### src/rtl/uart_rx_ctrl.sv
// uart_rx_ctrl: glue between a UART receiver and a byte consumer.
// It owns the receiver's divider and parity settings and drives the receiver's
// edge-sensitive ack handshake. Received bytes go into a small FIFO that has a
// valid/ready output and a sticky overflow flag. The block watches the serial
// line for idle periods, and a new configuration is only applied while the line
// is idle, so the receiver settings never change in the middle of a frame.
// Optional build macro: UART_RX_CTRL_ACK_TIMEOUT_EN adds ack_timeout_o and caps
// the ack hold phase at 8 cycles.
module uart_rx_ctrl #(
  parameter int                             CLOCK_DIVIDER_WIDTH   = 16,
  parameter logic [CLOCK_DIVIDER_WIDTH-1:0] DEFAULT_CLOCK_DIVIDER = 16'd434,
  parameter int                             FIFO_DEPTH_LOG2       = 3,
  parameter int                             IDLE_BITS             = 10
) (
  input  logic                           clock_i,
  input  logic                           reset_n_i,
  input  logic                           serial_i,
  input  logic [7:0]                     rx_data_i,
  input  logic                           rx_ready_i,
  output logic                           rx_ack_o,
  output logic [CLOCK_DIVIDER_WIDTH-1:0] rx_clock_divider_o,
  output logic                           rx_parity_bit_o,
  output logic                           rx_parity_even_o,
  input  logic                           cfg_write_i,
  input  logic [CLOCK_DIVIDER_WIDTH-1:0] cfg_clock_divider_i,
  input  logic                           cfg_parity_bit_i,
  input  logic                           cfg_parity_even_i,
  output logic                           cfg_pending_o,
  output logic [7:0]                     data_o,
  output logic                           valid_o,
  input  logic                           ready_i,
  output logic [FIFO_DEPTH_LOG2:0]       count_o,
  output logic                           overflow_o,
  output logic                           idle_o,
  input  logic                           clear_errors_i
`ifdef UART_RX_CTRL_ACK_TIMEOUT_EN
  ,
  output logic                           ack_timeout_o
`endif
);

  localparam int DEPTH  = 1 << FIFO_DEPTH_LOG2;
  localparam int CNT_W  = FIFO_DEPTH_LOG2 + 1;
  localparam int IDLE_W = $clog2(IDLE_BITS + 1);
  localparam int CW     = CLOCK_DIVIDER_WIDTH;

  localparam logic [CNT_W-1:0]           FULL_COUNT = CNT_W'(DEPTH);
  localparam logic [CNT_W-1:0]           CNT_ONE    = CNT_W'(1);
  localparam logic [FIFO_DEPTH_LOG2-1:0] PTR_ONE    = FIFO_DEPTH_LOG2'(1);
  localparam logic [IDLE_W-1:0]          IDLE_MAX   = IDLE_W'(IDLE_BITS);
  localparam logic [IDLE_W-1:0]          IDLE_LAST  = IDLE_W'(IDLE_BITS - 1);
  localparam logic [IDLE_W-1:0]          IDLE_ONE   = IDLE_W'(1);

  typedef enum logic [1:0] {
    ACK_IDLE    = 2'd0,
    ACK_HOLD    = 2'd1,
    ACK_RELEASE = 2'd2
  } ack_state_t;

  ack_state_t state, state_nx;

  logic                       push;
  logic                       pop;
  logic                       full;
  logic                       push_ok;
  logic                       drop;
  logic [FIFO_DEPTH_LOG2-1:0] wr_ptr;
  logic [FIFO_DEPTH_LOG2-1:0] rd_ptr;
  logic [CNT_W-1:0]           count;
  logic [7:0]                 mem [DEPTH];

  logic [CW-1:0]              cyc_cnt;
  logic [CW:0]                cyc_inc;
  logic                       wrap;
  logic [IDLE_W-1:0]          bit_cnt;
  logic                       line_idle;

  logic [CW-1:0]              pend_div;
  logic                       pend_parity_bit;
  logic                       pend_parity_even;
  logic                       apply;

`ifdef UART_RX_CTRL_ACK_TIMEOUT_EN
  logic [2:0]                 hold_cnt;
  logic                       timeout_hit;
`endif

  // Ack is high for exactly the hold phase; reset drops it immediately.
  assign rx_ack_o = (state == ACK_HOLD);

  // Ack handshake state register.
  always_ff @(posedge clock_i or negedge reset_n_i) begin
    if (!reset_n_i) state <= ACK_IDLE;
    else            state <= state_nx;
  end

  // Ack handshake next state: a byte is taken only from the idle state, so each
  // ready pulse from the receiver is pushed exactly once.
  always_comb begin
    state_nx = state;
    push     = 1'b0;
`ifdef UART_RX_CTRL_ACK_TIMEOUT_EN
    timeout_hit = 1'b0;
`endif
    unique case (state)
      ACK_IDLE: begin
        if (rx_ready_i) begin
          push     = 1'b1;
          state_nx = ACK_HOLD;
        end
      end
      ACK_HOLD: begin
        if (!rx_ready_i) begin
          state_nx = ACK_RELEASE;
        end
`ifdef UART_RX_CTRL_ACK_TIMEOUT_EN
        else if (hold_cnt == 3'd7) begin
          state_nx    = ACK_RELEASE;
          timeout_hit = 1'b1;
        end
`endif
      end
      ACK_RELEASE: state_nx = ACK_IDLE;
      default:     state_nx = ACK_IDLE;
    endcase
  end

`ifdef UART_RX_CTRL_ACK_TIMEOUT_EN
  // Counts cycles spent in the hold phase with ready still high.
  always_ff @(posedge clock_i or negedge reset_n_i) begin
    if (!reset_n_i)              hold_cnt <= 3'd0;
    else if (state != ACK_HOLD)  hold_cnt <= 3'd0;
    else if (rx_ready_i)         hold_cnt <= hold_cnt + 3'd1;
  end

  // Sticky timeout flag; a new timeout beats a simultaneous clear.
  always_ff @(posedge clock_i or negedge reset_n_i) begin
    if (!reset_n_i)          ack_timeout_o <= 1'b0;
    else if (timeout_hit)    ack_timeout_o <= 1'b1;
    else if (clear_errors_i) ack_timeout_o <= 1'b0;
  end
`endif

  // A full FIFO still accepts a byte when the head leaves in the same cycle.
  assign full    = (count == FULL_COUNT);
  assign pop     = valid_o && ready_i;
  assign push_ok = push && (!full || pop);
  assign drop    = push && full && !pop;

  assign valid_o = (count != '0);
  assign count_o = count;
  assign data_o  = mem[rd_ptr];

  // FIFO storage; cleared on reset so data_o reads zero out of reset.
  always_ff @(posedge clock_i or negedge reset_n_i) begin
    if (!reset_n_i) begin
      for (int i = 0; i < DEPTH; i++) mem[i] <= 8'h00;
    end else if (push_ok) begin
      mem[wr_ptr] <= rx_data_i;
    end
  end

  // FIFO pointers and occupancy; pointers wrap naturally at the depth.
  always_ff @(posedge clock_i or negedge reset_n_i) begin
    if (!reset_n_i) begin
      wr_ptr <= '0;
      rd_ptr <= '0;
      count  <= '0;
    end else begin
      if (push_ok) wr_ptr <= wr_ptr + PTR_ONE;
      if (pop)     rd_ptr <= rd_ptr + PTR_ONE;
      unique case ({push_ok, pop})
        2'b10:   count <= count + CNT_ONE;
        2'b01:   count <= count - CNT_ONE;
        default: count <= count;
      endcase
    end
  end

  // Sticky overflow flag; a dropped byte beats a simultaneous clear.
  always_ff @(posedge clock_i or negedge reset_n_i) begin
    if (!reset_n_i)          overflow_o <= 1'b0;
    else if (drop)           overflow_o <= 1'b1;
    else if (clear_errors_i) overflow_o <= 1'b0;
  end

  // The bit-period counter wraps after divider cycles. Dividers below 2 wrap
  // on every cycle.
  assign cyc_inc   = {1'b0, cyc_cnt} + {{CW{1'b0}}, 1'b1};
  assign wrap      = (cyc_inc >= {1'b0, rx_clock_divider_o});
  assign line_idle = (bit_cnt == IDLE_MAX);

  // Counts high bit periods on the line; any low sample restarts the count.
  always_ff @(posedge clock_i or negedge reset_n_i) begin
    if (!reset_n_i) begin
      cyc_cnt <= '0;
      bit_cnt <= '0;
    end else if (!serial_i) begin
      cyc_cnt <= '0;
      bit_cnt <= '0;
    end else if (wrap) begin
      cyc_cnt <= '0;
      if (bit_cnt != IDLE_MAX) bit_cnt <= bit_cnt + IDLE_ONE;
    end else begin
      cyc_cnt <= cyc_inc[CW-1:0];
    end
  end

  // One pulse when the bit count saturates; it cannot repeat until the line drops.
  always_ff @(posedge clock_i or negedge reset_n_i) begin
    if (!reset_n_i) idle_o <= 1'b0;
    else            idle_o <= serial_i && wrap && (bit_cnt == IDLE_LAST);
  end

  // A new configuration is committed only between frames with no handshake active.
  assign apply = cfg_pending_o && line_idle && (state == ACK_IDLE);

  // Pending configuration; the last write wins, and a write during the apply
  // cycle stays pending.
  always_ff @(posedge clock_i or negedge reset_n_i) begin
    if (!reset_n_i) begin
      pend_div         <= '0;
      pend_parity_bit  <= 1'b0;
      pend_parity_even <= 1'b0;
      cfg_pending_o    <= 1'b0;
    end else begin
      if (cfg_write_i) begin
        pend_div         <= cfg_clock_divider_i;
        pend_parity_bit  <= cfg_parity_bit_i;
        pend_parity_even <= cfg_parity_even_i;
        cfg_pending_o    <= 1'b1;
      end else if (apply) begin
        cfg_pending_o    <= 1'b0;
      end
    end
  end

  // Receiver configuration; it changes only in an apply cycle.
  always_ff @(posedge clock_i or negedge reset_n_i) begin
    if (!reset_n_i) begin
      rx_clock_divider_o <= DEFAULT_CLOCK_DIVIDER;
      rx_parity_bit_o    <= 1'b0;
      rx_parity_even_o   <= 1'b0;
    end else if (apply) begin
      rx_clock_divider_o <= pend_div;
      rx_parity_bit_o    <= pend_parity_bit;
      rx_parity_even_o   <= pend_parity_even;
    end
  end

endmodule

### config.mk
export PLATFORM = sky130hd
export DESIGN_NAME = uart_rx_ctrl
export DESIGN_NICKNAME = d
export VERILOG_FILES = /design/src/rtl/uart_rx_ctrl.sv
export SDC_FILE = /design/constraint.sdc
export NUM_CORES = 1
export LEC_CHECK = 0
export ABC_AREA = 0
export CORE_UTILIZATION = 27
export CTS_CLUSTER_DIAMETER = 40
export CTS_CLUSTER_SIZE = 25
export DETAILED_ROUTE_END_ITERATION = 7
export DONT_BUFFER_PORTS = 1
export GPL_TIMING_DRIVEN = 0
export SYNTH_ARGS = -nofsm -noshare
export SYNTH_HDL_FRONTEND = slang
export SYNTH_SLANG_ARGS = --single-unit
### constraint.sdc
create_clock -name clock_i -period 8.08 [get_ports clock_i]
set_clock_uncertainty 0.2 [all_clocks]
set_input_delay 0.404 -clock clock_i [delete_from_list [all_inputs] [get_ports clock_i]]
set_output_delay 0.404 -clock clock_i [all_outputs]
set_load 0.01 [all_outputs]
* Word level (Yosys, flattened, before mapping)
Cells that the tools add are included.
** Word-level totals
- Flip-flop bits (word level) :: 135
- Input bits :: 33
- Output and inout bits :: 35
- Word-level logic and storage cells :: 86
** Operators by class
- Add/subtract/negate cells :: 6
- Order comparisons :: 4
- Eq/ne operators :: 11
- Muxes and demuxes :: 21
- Bitwise operators :: 2
- Reduce and logical (&&, ||, !) cells :: 19
** Operators with widths (number)
- $bwmux 64 :: 1
- $mux 16 :: 2
- $bmux 8 s3 :: 1
- $demux 8 s3 :: 1
- $mux 8 :: 3
- $add 16x1->17 const B :: 1
- $ge 17x16->1 :: 1
- $eq 4x4->1 const B :: 3
- $mux 4 :: 3
- $logic_and 1x1->1 :: 9
- $add 4x1->4 const B :: 2
- $ge 4x4->1 const B :: 2
- $not 3->4 :: 2
- $pmux 4 s2 :: 1
- $add 3x1->3 const B :: 2
- $mux 1 :: 6
- $reduce_bool 2->1 :: 3
- $eq 2x1->1 const B :: 2
- $lt 4x1->1 const B :: 1
- $mux 2 :: 2
- $ne 2x1->1 const B :: 2
- $ne 2x2->1 const B :: 2
- $ne 4x4->1 const B :: 1
- $pmux 2 s2 :: 1
- 7 further kinds :: 9

* Depth between registers and ports, before layout
Gate-level depths: netlist of the first run.
- Depth after elaboration :: 6
- Depth in mapped cells :: 14
- Depth with buffers taken out :: 12

* Worst setup path before layout of the first run
OpenSTA, ideal clock, no wires.
- Kind :: reg2reg
- From :: register cyc_cnt[0]
- To :: register bit_cnt[2]
- Setup time :: 129 ps
- Data arrival time :: 2999 ps
- Required time :: 7751 ps
- Slack :: 4752 ps
- Stages on the path, launching flop included :: 15
- Path buffers :: 2
- Period minus slack after synthesis :: 3328 ps
- Cells stage by stage :: dfrtp_1 ha_1 and3_1 and4_1 nand4_1 xnor2_1 ha_1 nand3_1 or3_1 o41a_1 o2111a_1 buf_6 buf_6 o211ai_2 o41ai_2
** Between the ends
- Cells in the longest elaborated chain, start to end :: 4
** Ends and longest elaborated chain
- start, declared :: line 72 : logic [CW-1:0] cyc_cnt;
- start signal, assigned :: line 205 : cyc_cnt <= cyc_inc[CW-1:0];
- $add 16x1->17 :: line 189 : assign cyc_inc = {1'b0, cyc_cnt} + {{CW{1'b0}}, 1'b1};
- $ge 17x16->1 :: line 190 : assign wrap = (cyc_inc >= {1'b0, rx_clock_divider_o});
- $ne 2x1->1 (no source line)
- $reduce_and 2->1 (no source line)
- end signal, assigned :: line 203 : if (bit_cnt != IDLE_MAX) bit_cnt <= bit_cnt + IDLE_ONE;
- end, declared :: line 75 : logic [IDLE_W-1:0] bit_cnt;
No other way between the ends.
A chain may end at the register's enable or synchronous reset.

* Worst setup path in the final report of the first run
Ends and elaborated chain as after synthesis.

==> run summary, run 1 <==
Status = completed
Global-route wire length before repair = 22800 um
Vias after detailed routing = 3841
Worst-margin pin slew = 845 ps
FILL cells = 2261
Layout cells sized above 1 = 32.6%
Largest net degree at the start of global routing = 136
Pwr Density = 332 nW/um^2
Initial antenna violation count = 0
Final Max Slew Viols = 0
Mapped Nets = 525
Final ANT Viol Nets = 0
Nets = 576
Routed wire length = 13900 um
Vias in the first global route = 4158
H-tree depth = 4
Clock net sink count = 135
Syn avg cell area = 13.7 um^2
Grt ovf = 0
Die Span X = 156 um
CTS tree = built
Chip height = 156 um
Root Driver = clkbuf_16
Final setup TNS = 0 ps
Post-synth cell types = 45
Synth Instances = 466
Clk Latency, worst-skew pair = 410 ps
Clock slew at reported path FFs = 60 ps
Crit path DAT = 3880 ps
Max-Cap Viols = 0
Max Fclk = 0.264 GHz
Worst vdd ir = 0.133 mV
Seq/Total Area, Yosys = 52.8%
#FFs+latches synth = 135
Die area = 24300 um^2
Tot Pwr = 2.57 mW
Critical Path Fanout Max = 10
Setup CP Type = reg -> reg
Resize count post-CTS = 0
Final hold viol count = 0
Final hold slack = 67.7 ps
Req. time, crit path = 8170 ps
Row count = 55
Setup crit end kind = register
Synth warn = 0
Period utilization = 46.8%
IO Pins = 68
Dominant cell type by area after synthesis = dfrtp_1
Routed len/inst = 16.5 um
Fin crit period = 3780 ps
TritonRoute pass-1 iters = 4
Core area = 23000 um^2
RSZ-0062 raised after global routing = false
Storage cell area = 3380 um^2
Max-slew headroom = 43.7%
DR DRC count = 0
Worst Setup Start Kind = register
Vias/cell = 4.56
Clk buf depth = 2
Port Buf Inserts = 0
Leakage = 3.42 nW
Area of the multi-input gates = 2850 um^2
Final GP Congestion = 0.808
Post-Syn Area = 6400 um^2
Area Overhead vs Synth = 20.7%
N_diodes = 0
Worst Hold Class = in -> reg
Final HPWL DP = 9430 um
GRT Total Usage = 12.5%
TritonCTS Buffers = 17
Finish-stage setup viols = 0
Synth top area share = 50.8%
Area contributors post-synth = dfrtp_1, mux2_2, mux4_2
1st-iter DRT viols = 156
Initial Utilization = 27.9%
## final cells by class
| cell class | instances | share of cell area (%) |
|---|---|---|
| sequential | 135 | 43.8 |
| inverter | 25 | 1.21 |
| multi-input combinational | 290 | 36.8 |
| timing repair buffer | 32 | 4.37 |
| buffer | 16 | 1.02 |
| clock buffer | 25 | 6.54 |
| clock inverter | 7 | 1.20 |
| tap | 313 | 5.06 |
## flip-flops by register name (all words and copies together) (netlist names), 3 cells and up
register	count
mem	64
rx_clock_divider_o	16
bit_cnt	4
rd_ptr	3
count_o	4
wr_ptr	3
pend_div	16
cyc_cnt	16
## report_power, final
| group | internal (mW) | switching, mW |
|---|---|---|
| Sequential | 0.876 | 0.121 |
| Combinational | 0.425 | 0.372 |
| Clock | 0.494 | 0.280 |
## layout by cell type (no fill, tap or decap), drive strengths merged, types with 2 or more instances in the layout
master	count
dfrtp	130
mux2	109
clkbuf	32
dlygate4sd3	31
nand2	25
ha	25
inv	25
xnor2	17
and3	16
mux4	16
buf	10
nand3	9
nor2	8
nor2b	7
a21oi	7
nand4	6
xor2	5
nand2b	5
o21ai	5
dfstp	5
a21o	3
nand4b	3
clkinvlp	3
nor3	3
and2	2
or3	2
nor4b	2
clkinv	2
bufinv	2
## worst max-delay path, cell delays in order, from the launching register on
cell      delay [ps]
dfrtp_1          430
ha_1             200
and3_1           210
and4_1           340
nand4_1          150
xnor2_1          170
ha_1             300
nand3_1          110
or3_1            430
o41a_1           420
o2111a_1         160
buf_6            150
buf_6            140
o211ai_2         160
o41ai_2           90
## logic make-up after synthesis
family / synth area share [%]
adders and majority gates: 5.20
AOI/OAI and AO/OA: 2.73
and+or+nand+nor: 8.58
muxes: 24.9
buffers and inverters: 2.70
xor gates and xnor gates: 3.01
DFF: 52.8
## cell usage after synthesis (all sizes together)
cell and number:
ha 25, and3b 1, nand4 6, nand3 9
nand4b 3, clkbuf 7, a21boi 1, mux4 16
o21ai 5, and3 16, o21bai 1, nand2 25
buf 9, dfrtp 130, o221a 1, o2111a 1
dfstp 5, o211ai 1, a21oi 7, inv 25
nand2b 5, and4 1, xnor2 17, nor2b 7
o22ai 1, nor4 1, o41ai 1, nor2 8
a221oi 1, nand3b 1, fa 1, nor4b 2
xor2 5, nor3 3, or3 2, a21o 3
mux2i 1, mux2 109, and2 2, o41a 1
## routing by layer
metal | vias to the layer above | routed length [um] | GRT usage (%) | share of wire, %
met5 | - | 0 | 0 | 0
met4 | 0 | 190 | 5.28 | 1.4
met3 | 15 | 340 | 2.67 | 2.4
met2 | 55 | 6960 | 20.5 | 50
met1 | 1993 | 6410 | 15.8 | 46
li1 | 1778 | - | - | -
## what timing repair did
| item | in CTS | in global routing |
|---|---|---|
| setup endpoints to repair | 0 | 0 |
| endpoints found under the hold margin | 221 | 0 |
| buffers inserted | 0 | 0 |
| hold buffers | 32 | 0 |
## final timing paths
path | start | endpoint | slack, ps | cells past startpoint
worst max-delay path | cyc_cnt[0]$_DFF_PN0_ | bit_cnt[2]$_DFFE_PN0P_ | 4300 | 14
worst min-delay path | ready_i | rd_ptr[0]$_DFFE_PN0P_ | 70 | 2
worst max register to register | cyc_cnt[0]$_DFF_PN0_ | bit_cnt[2]$_DFFE_PN0P_ | 4300 | 14
worst min register to register | state[1]$_DFFE_PN0P_ | state[0]$_DFFE_PN0P_ | 250 | 1
max in group asynchronous | reset_n_i | rx_parity_bit_o$_DFFE_PN0P_ | 6690 | 2
min in group asynchronous | reset_n_i | rx_clock_divider_o[3]$_DFFE_PN0P_ | 460 | 2
## stage by stage
step,cells,setup slack [ps],util (%),area [um^2]
after floorplan,466,4750,-,6400
after global placement,779,4350,29.6,6800
after detailed placement,779,4300,29.6,6800
after CTS,843,4280,33.6,7730
after global routing,843,4040,33.6,7730
final,843,4300,33.6,7730
Note: power is estimated with default switching activity, not from simulation.
==> run 2, diff against run 1 <==
clock period = 3.59 ns   (was 8.08 ns; I/O delays follow)
==> run 2 against run 1 <==
Register-to-register slack lost 4200 ps; critical path depth rose by 1; count of clock-buffer cells in the layout did not move; setup slack got worse by 4200 ps; total power is 130% higher; sequential share of layout area down 0.68 points; die area did not move; final cell count is 1.1% higher; non-clock buffer count increased by 9; first-iteration DRC count up 12%; clock power rose by 120%; global-route usage about the same; largest cell class unchanged.
==> run summary, run 2 (synthesized netlist as in run 1, its figures left out) <==
Setup CP Type = reg -> reg
1st-iter DRT viols = 175 (+12%)
Max-slew headroom = 43.7% (about the same)
Fin crit period = 3440 ps (-340 ps)
Routed len/inst = 16.6 um (+0.69%)
Row count = 55 (unchanged)
Nets = 585 (+1.6%)
Layout cells sized above 1 = 35.1% (+2.4 points)
Switching part of the total power = 30.0% (-0.12 points)
Vias/cell = 4.59 (+0.82%)
Final ANT Viol Nets = 0 (unchanged)
Largest Register = mem
Max Fclk = 0.290 GHz (+9.9%)
Worst vdd ir = 0.300 mV (+130%)
Routed wire length = 14100 um (+1.8%)
TritonCTS Buffers = 17 (unchanged)
Reg power frac = 38.0% (-0.8 points)
Final hold slack = 111 ps (+43.6 ps)
Commonest non-fill, non-tap cell in the layout = dfrtp_1
Final hold viol count = 0 (unchanged)
Clock net sink count = 135 (unchanged)
H-tree depth = 4 (unchanged)
Reg2Reg Setup Slack = 150 ps (-4150 ps)
DR DRC count = 0 (unchanged)
Global-route wire length before repair = 22900 um (+0.42%)
Final setup TNS = 0 ps (unchanged)
Vias in the first global route = 4207 (+1.2%)
Finish-stage setup viols = 0 (unchanged)
Leakage = 3.48 nW (+1.8%)
Max-Cap Viols = 0 (unchanged)
Power Internal = 4.14 mW (+130%)
Clock power frac = 29.5% (-0.6 points)
Worst Setup Start Kind = register
Final Max Slew Viols = 0 (unchanged)
Period utilization = 95.9% (+49 points)
Worst Hold Path Cells = 2 (unchanged)
Clock slew at reported path FFs = 60 ps (about the same)
Crit path DAT = 3540 ps (-340 ps)
CTS tree = built
RSZ-0062 raised after global routing = false
Pwr Density = 753 nW/um^2 (+130%)
Final HPWL DP = 9430 um (unchanged)
TritonRoute pass-1 iters = 4 (unchanged)
Clk Latency, worst-skew pair = 420 ps (about the same)
Status = completed
Max reg flops = 64 (unchanged)
N_diodes = 0 (unchanged)
Hold Startpoint = cfg_write_i
Grt ovf = 0 (unchanged)
Final GP Congestion = 0.808 (unchanged)
Die Span X = 156 um (unchanged)
Port Buf Inserts = 0 (unchanged)
Reg-to-Reg Start = cyc_cnt[0]$_DFF_PN0_
Worst-margin pin slew = 845 ps (-0.356 ps)
Net switching power = 1.77 mW (+130%)
Logic pwr share = 32.6% (+1.6 points)
Initial antenna violation count = 0 (unchanged)
Critical Path Fanout Max = 5 (-5)
IO Pins = 68 (unchanged)
Core area = 23000 um^2 (unchanged)
Setup crit end kind = register
Initial Utilization = 27.9% (unchanged)
Reg2reg path depth = 15 (+1)
Vias after detailed routing = 3914 (+1.9%)
Largest net degree at the start of global routing = 136 (unchanged)
Clk buf depth = 2 (unchanged)
Req. time, crit path = 3680 ps (-4490 ps)
Root Driver = clkbuf_16
Worst Hold End = pend_div[3]$_DFFE_PN0P_
Area Overhead vs Synth = 22.6%
Chip height = 156 um (unchanged)
Commonest non-fill, non-tap cells in the layout = dfrtp_1, mux2_2, dlygate4sd3_1
Die area = 24300 um^2 (unchanged)
GRT Total Usage = 12.5% (+0.048 points)
Core Util, Final = 34.2% (+0.53 points)
Worst Hold Class = in -> reg
Worst r2r dst = bit_cnt[2]$_DFFE_PN0P_
==> run 2: worst max-delay path, stage by stage, from the launching register on <==
cell and delay (ps):
dfrtp_1 400, ha_2 200, and3_4 190, and4_4 240, buf_4 120, nand2_1 50
xnor2_1 150, ha_1 310, nand2_1 70, or3_4 380, o41a_1 320, o2111a_2 160
buf_6 140, buf_8 130, o211ai_2 170, o41ai_2 90
==> run 2: worst max-delay path by stage <==
stage / start / endpoint / slack, ps
global placement: cyc_cnt[0]$_DFF_PN0_ / bit_cnt[2]$_DFFE_PN0P_ / -140
finish: cyc_cnt[0]$_DFF_PN0_ / bit_cnt[2]$_DFFE_PN0P_ / 150
floorplan: cyc_cnt[0]$_DFF_PN0_ / bit_cnt[2]$_DFFE_PN0P_ / 260
global route: cyc_cnt[4]$_DFF_PN0_ / bit_cnt[2]$_DFFE_PN0P_ / 0.2
CTS: cyc_cnt[0]$_DFF_PN0_ / bit_cnt[2]$_DFFE_PN0P_ / 1
detailed placement: cyc_cnt[0]$_DFF_PN0_ / bit_cnt[2]$_DFFE_PN0P_ / -190
==> run 2: cell type report <==
class                      count  area (um^2)
buffer                        16         82.6
clock buffer                  25          505
clock inverter                 7         92.6
fill                        2258        15100
inverter                      25         93.8
multi-input combinational    290         2880
sequential                   135         3380
tap                          313          392
timing repair buffer          41          423
==> run 2: power by group through the flow <==
stage                     Combinational (mW)  Clock, mW  Sequential [mW]
after floorplan                         1.42          0             2.18
after global placement                  1.67          0             2.22
after detailed placement                1.75          0             2.27
after CTS                               1.85       1.79             2.24
after global routing                    2.09       1.86             2.31
final                                   1.93       1.74             2.24
==> run 2: through the flow <==
stage | cells | setup slack [ps] | cell area (um^2) | power, mW
final | 852 | 146 | 7860 | 5.91
after global routing | 852 | 0.239 | 7860 | 6.27
after CTS | 846 | 1.20 | 7780 | 5.88
after detailed placement | 779 | -188 | 6800 | 4.02
after global placement | 779 | -144 | 6800 | 3.90
after floorplan | 466 | 262 | 6400 | 3.60
==> run 2: routing by layer <==
layer / global-route usage (%) / wire length [um] / part of all wire [%]
met5: 0 / 0 / 0
met4: 5.56 / 243 / 1.7
met3: 2.67 / 372 / 2.6
met2: 20.6 / 7030 / 50
met1: 15.8 / 6490 / 46
==> run 2: what timing repair did <==
action / in CTS / in global routing
endpoints found under the hold margin: 231 / 0
buffers inserted: 2 / 4
pin swaps: 4 / 9
gates cloned: 0 / 2
hold buffers: 33 / 0
endpoints found under the setup margin: 17 / 17
resized for setup: 7 / 3
